### config.mk
export PLATFORM = sky130hd
export DESIGN_NAME = load_store_unit
export DESIGN_NICKNAME = d
export VERILOG_FILES = /design/src/rtl/rv32i_pkg.sv /design/src/rtl/lsu_load_align.sv /design/src/rtl/load_store_unit.sv
export SDC_FILE = /design/constraint.sdc
export NUM_CORES = 1
export LEC_CHECK = 0
export BUFFER_PORTS_ARGS = -buffer_cell sky130_fd_sc_hd__buf_2
export CORE_UTILIZATION = 42
export DETAILED_ROUTE_END_ITERATION = 16
export PLACE_DENSITY = 0.72
export SYNTH_ARGS = -nofsm -noshare
export SYNTH_HDL_FRONTEND = slang
export SYNTH_SLANG_ARGS = --single-unit
### constraint.sdc
create_clock -name clk -period 3.1 [get_ports clk]
set_input_delay 0.31 -clock clk [delete_from_list [all_inputs] [get_ports clk]]
set_output_delay 0.31 -clock clk [all_outputs]
set_load 0.01 [all_outputs]
### src/rtl/rv32i_pkg.sv
// rv32i_pkg: shared funct3 encodings, access-size helpers and LSU FSM state encoding
package rv32i_pkg;

    localparam logic [2:0] F3_LB  = 3'b000;
    localparam logic [2:0] F3_LH  = 3'b001;
    localparam logic [2:0] F3_LW  = 3'b010;
    localparam logic [2:0] F3_LBU = 3'b100;
    localparam logic [2:0] F3_LHU = 3'b101;
    localparam logic [2:0] F3_SB  = 3'b000;
    localparam logic [2:0] F3_SH  = 3'b001;
    localparam logic [2:0] F3_SW  = 3'b010;

    localparam logic [1:0] SZ_B = 2'b00;
    localparam logic [1:0] SZ_H = 2'b01;

    localparam logic [1:0] S_IDLE = 2'd0;
    localparam logic [1:0] S_REQ  = 2'd1;
    localparam logic [1:0] S_WAIT = 2'd2;
    localparam logic [1:0] S_RESP = 2'd3;

    // Access size lives in funct3[1:0]; anything that is not byte or half is a word.
    function automatic logic [1:0] f3_size(input logic [2:0] f3);
        return f3[1:0];
    endfunction

endpackage

### src/rtl/lsu_load_align.sv
// lsu_load_align: picks the addressed lane out of a memory word and sign/zero-extends it
module lsu_load_align
    import rv32i_pkg::*;
#(
    parameter int WIDTH = 32
) (
    input  logic [2:0]       funct3,
    input  logic [1:0]       off,
    input  logic [WIDTH-1:0] rdata,
    output logic [WIDTH-1:0] data
);

    logic [15:0] half;

    assign half = 16'(rdata >> {off, 3'b000});

    // Unknown funct3 values fall through to the full-word pass-through.
    always_comb begin
        data = funct3 == F3_LB  ? {{(WIDTH-8){half[7]}}, half[7:0]} :
               funct3 == F3_LBU ? {{(WIDTH-8){1'b0}}, half[7:0]} :
               funct3 == F3_LH  ? {{(WIDTH-16){half[15]}}, half} :
               funct3 == F3_LHU ? {{(WIDTH-16){1'b0}}, half} :
               rdata;
    end

endmodule

### src/rtl/load_store_unit.sv
// load_store_unit: single-outstanding RV32I load/store unit between execute and data memory.
// Optional macro LSU_MISALIGN_TRAP_EN: misaligned half/word accesses skip memory and return rsp_err.
module load_store_unit
    import rv32i_pkg::*;
#(
    parameter int WIDTH   = 32,
    parameter int TIMEOUT = 255
) (
    input  logic             clk,
    input  logic             rst,
    input  logic             req_valid,
    output logic             req_ready,
    input  logic             req_we,
    input  logic [2:0]       req_funct3,
    input  logic [WIDTH-1:0] req_addr,
    input  logic [WIDTH-1:0] req_wdata,
    output logic             rsp_valid,
    output logic [WIDTH-1:0] rsp_rdata,
    output logic             rsp_err,
    output logic             mem_req,
    input  logic             mem_gnt,
    output logic             mem_we,
    output logic [3:0]       mem_be,
    output logic [WIDTH-1:0] mem_addr,
    output logic [WIDTH-1:0] mem_wdata,
    input  logic             mem_rvalid,
    input  logic [WIDTH-1:0] mem_rdata
);

    localparam int CW = $clog2(TIMEOUT + 1);
    localparam logic [CW-1:0] CNT_LAST = CW'(TIMEOUT - 1);

    logic [1:0]       state;
    logic             we_q;
    logic [2:0]       f3_q;
    logic [WIDTH-1:0] addr_q;
    logic [WIDTH-1:0] wdata_q;
    logic [WIDTH-1:0] rdata_q;
    logic             err_q;
    logic [CW-1:0]    cnt;
    logic [1:0]       off;
    logic [1:0]       sz;
    logic [3:0]       be;
    logic [WIDTH-1:0] wlanes;
    logic [WIDTH-1:0] load_data;
    logic             misalign;

    assign off = addr_q[1:0];
    assign sz  = f3_size(f3_q);

`ifdef LSU_MISALIGN_TRAP_EN
    assign misalign = (f3_size(req_funct3) == SZ_H) ? req_addr[0] :
                      (f3_size(req_funct3) != SZ_B) && (req_addr[1:0] != 2'b00);
`else
    assign misalign = 1'b0;
`endif

    // Byte enables and replicated store lanes from the registered request.
    always_comb begin
        be     = sz == SZ_B ? 4'b0001 << off : sz == SZ_H ? 4'b0011 << off : 4'b1111;
        wlanes = sz == SZ_B ? {(WIDTH/8){wdata_q[7:0]}} :
                 sz == SZ_H ? {(WIDTH/16){wdata_q[15:0]}} : wdata_q;
    end

    lsu_load_align #(.WIDTH(WIDTH)) u_align (
        .funct3 (f3_q),
        .off    (off),
        .rdata  (mem_rdata),
        .data   (load_data)
    );

    // Memory-side outputs are only live while requesting; otherwise they rest at zero.
    always_comb begin
        req_ready = state == S_IDLE;
        mem_req   = state == S_REQ;
        mem_we    = mem_req & we_q;
        mem_be    = mem_req ? be : 4'b0000;
        mem_addr  = mem_req ? {addr_q[WIDTH-1:2], 2'b00} : '0;
        mem_wdata = mem_req ? wlanes : '0;
        rsp_valid = state == S_RESP;
        rsp_rdata = rsp_valid ? rdata_q : '0;
        rsp_err   = rsp_valid & err_q;
    end

    // Transaction FSM with a shared wait counter for the grant and read-data phases.
    always_ff @(posedge clk or posedge rst) begin
        if (rst) begin
            state   <= S_IDLE;
            we_q    <= 1'b0;
            f3_q    <= 3'b000;
            addr_q  <= '0;
            wdata_q <= '0;
            rdata_q <= '0;
            err_q   <= 1'b0;
            cnt     <= '0;
        end else begin
            case (state)
                S_IDLE: if (req_valid) begin
                    we_q    <= req_we;
                    f3_q    <= req_funct3;
                    addr_q  <= req_addr;
                    wdata_q <= req_wdata;
                    rdata_q <= '0;
                    err_q   <= misalign;
                    cnt     <= '0;
                    state   <= misalign ? S_RESP : S_REQ;
                end
                S_REQ: if (mem_gnt) begin
                    cnt   <= '0;
                    state <= we_q ? S_RESP : S_WAIT;
                end else if (cnt == CNT_LAST) begin
                    err_q <= 1'b1;
                    state <= S_RESP;
                end else begin
                    cnt <= cnt + 1'b1;
                end
                S_WAIT: if (mem_rvalid) begin
                    rdata_q <= load_data;
                    state   <= S_RESP;
                end else if (cnt == CNT_LAST) begin
                    err_q <= 1'b1;
                    state <= S_RESP;
                end else begin
                    cnt <= cnt + 1'b1;
                end
                default: state <= S_IDLE;
            endcase
        end
    end

endmodule

==> results.txt <==
top-count cell post-synth -> dfrtp_1
critical path class -> flip-flop to output pin
clock tree buffer depth -> 2
fraction of layout instances using a drive strength above 1 -> 40.5%
Final ANT Viol Nets -> 0
largest net degree at the start of global routing -> 50
synthesized cell area -> 6100 sq um
Min Clock Period, post-route -> 2.68 ns
Sw Ratio -> 40.3%
Layout Nets -> 882
Slew @ Worst Pin -> 1.14 ns
Synth warnings -> 0
RSZ-0062 raised after global routing -> no
Setup crit start kind -> flip-flop
Yosys cell types -> 52
pre-CTS setup slack -> 0.739 ns
Comb pwr share -> 48.4%
Pwr Density -> 960 nW/um^2
DRT Pass-1 Iters -> 6
Pwr Total -> 0.00726 W
EDFF count, synth -> 0
# fillers -> 1,276
fin crit share -> 86.3%
# rows -> 43
Synth Flop Type -> dfrtp_1
Die ar. -> 15,000 sq um
max incr delay on CP -> 0.71 ns
mean area per synthesized cell -> 10.5 sq um
total core area -> 14,000 sq um
vias post-DR -> 5,171
WP data required -> 2.79 ns
CTS-repair resized insts -> 0
number of global-route vias before repair -> 5,059
routed length per placed instance -> 16.9 um
height of the chip -> 122 um
status -> finished, final reports clean
slew margin rel. -> 23.8%
Top-Level Pins -> 210
CP cell instances -> clkinv_1 -> ha_1 -> mux2i_1 -> a21boi_0 -> buf_2
cells after synthesis -> 580
I/O Buffers -> 207
clock sinks -> 111
initial antenna violation count -> 4
final setup skew -> 0.00844 ns
DRT Wirelength -> 16,200 um
CP delay by family, top -> flip-flops
H-tree depth -> 3
DP Wirelength -> 11,600 um
part of the power in registers -> 36.3%
Post-CTS Setup Bufs -> 0
clock power share -> 15.3%
HP Class -> input pin to flip-flop
Placer Congestion -> 0.893
global-route wire length before repair -> 25,200 um
area leader, netlist -> dfrtp_1
max_cap viols -> 0
total CTS buffers -> 9
root buffer cell -> clkbuf_16
drt drc -> 0
Max Fanout on Critical Path -> 19
Setup Viol. Count Final -> 0
Max Slew Vio Count -> 0
Max Freq -> 374 MHz
Worst EP arrival -> 2.37 ns
Congestion Overflow GR -> 0
top post-synthesis cells by area -> dfrtp_1 46%, mux2_2 13%, and2_1 7.6%, a221o_1 3.8%, mux2i_1 3.0%
Synth top area share -> 45.6%
Setup Total Neg Slack -> 0 ns
Initial Util -> 43.4%
GR Util All Layers -> 21.5%
Reg area -> 2780 sq um
cts hold-fix bufs -> 0
clock slew at reported path FFs -> 0.08 ns
die width -> 122 um
via/cell ratio -> 5.41
fin worst setup slack -> 0.424 ns
Initial DRC Count -> 296
Seq/Total Area, Yosys -> 45.6%
insertion delay to the later sink of the worst-skew pair -> 0.36 ns
Lkg Pwr -> 3.85 nW
Final Hold Viols -> 0
CTS tree -> yes
Power Internal -> 0.00433 W
multi-input logic area -> 3110 sq um
Slowest-stage cell, CP -> dfrtp_1
Area growth syn-to-layout -> 24.1%
synth cell count leaders -> 111 x dfrtp_1, 74 x and2_1, 69 x mux2_2, 46 x nand2_1, 27 x a21oi_1
Peak VDD IR -> 0.000447 V
synthesized flop and latch total -> 111
Async SR Flop Fraction -> 100%
CP endpoint kind -> output pin
WP buf/inv -> 2
total net switching power -> 0.00293 W
-- per-stage QoR --
stage / cells / cell area [sq um] / utilization, % / hold slack [ns]
2_1_floorplan: 581 / 6100 / - / 0.442
6_report: 955 / 7570 / 53.9 / 0.176
3_3_place_gp: 936 / 7290 / 51.9 / 0.453
4_1_cts: 952 / 7560 / 53.8 / 0.162
5_1_grt: 954 / 7570 / 53.9 / 0.167
3_5_place_dp: 936 / 7290 / 51.9 / 0.463
-- final timing paths --
| check | startpoint | endpoint | slack (ns) | depth (start not counted) |
|---|---|---|---|---|
| hold reg to reg | rdata_q[0]$_DFFE_PP0P_ | rdata_q[0]$_DFFE_PP0P_ | 0.47 | 2 |
| hold / removal | req_addr[10] | addr_q[10]$_DFFE_PP0P_ | 0.18 | 2 |
| max in group asynchronous | rst | wdata_q[2]$_DFFE_PP0P_ | 2.09 | 3 |
| setup reg to reg | f3_q[0]$_DFFE_PP0P_ | rdata_q[15]$_DFFE_PP0P_ | 0.86 | 4 |
| setup / recovery | addr_q[0]$_DFFE_PP0P_ | mem_be[2] | 0.42 | 5 |
| min in group asynchronous | rst | cnt[5]$_DFFE_PP0P_ | 0.21 | 2 |
-- layout by cell type, fill, tap and decap left out, drive strengths merged, types with 10 or more instances in the layout --
| cell type | Yosys | layout |
|---|---|---|
| mux2i | 18 | 18 |
| o21ai | 26 | 26 |
| ha | 10 | 10 |
| nand2b | 11 | 11 |
| mux2 | 69 | 69 |
| a21boi | 11 | 11 |
| nand2 | 46 | 46 |
| a21oi | 27 | 27 |
| a221o | 23 | 23 |
| dfrtp | 111 | 111 |
| nor2b | 20 | 20 |
| nor2 | 19 | 19 |
| buf | 18 | 217 |
| and2 | 74 | 74 |
-- power by group through the flow --
stage	Clock, W	Sequential, W	Combinational [W]
detailed placement	0	0.00265	0.00353
floorplan	0	0.00241	0.00262
finish	0.00111	0.00263	0.00352
global placement	0	0.00261	0.00344
CTS	0.00114	0.00263	0.00355
global route	0.00119	0.00273	0.00384
-- cell type report --
class	count	share of cell area, %
multi-input combinational	418	41.1
sequential	111	36.7
timing repair buffer	217	15.0
clock buffer	9	2.98
tap	180	2.98
clock inverter	7	0.628
inverter	10	0.546
antenna	3	0.0992
-- routing by layer --
metal | global-route usage [%] | part of all wire (%)
met1 | 27.3 | 43
met3 | 6.04 | 8.2
met2 | 34.3 | 47
met5 | 0 | 0.074
met4 | 9.30 | 2.1
-- kinds of logic (layout without fill, tap and decap cells) --
logic type               after synthesis  after routing  synth area share (%)
adder cells (fa/ha/maj)               10             10                  2.05
AO/OA/AOI/OAI                        132            132                  15.9
other                                  1              5                0.0615
flip-flops                           111            111                  45.6
multiplexers                          88             88                  16.1
AND/OR/NAND/NOR                      186            186                  16.7
buffers and inverters                 52            243                  3.61
-- state kept, by name, indices dropped and copies added, names as in the netlist --
signal	count
addr_q	32
we_q	1
rdata_q	32
state	2
err_q	1
cnt	8
f3_q	3
wdata_q	32
No activity file was read; power rests on OpenSTA's default activity.
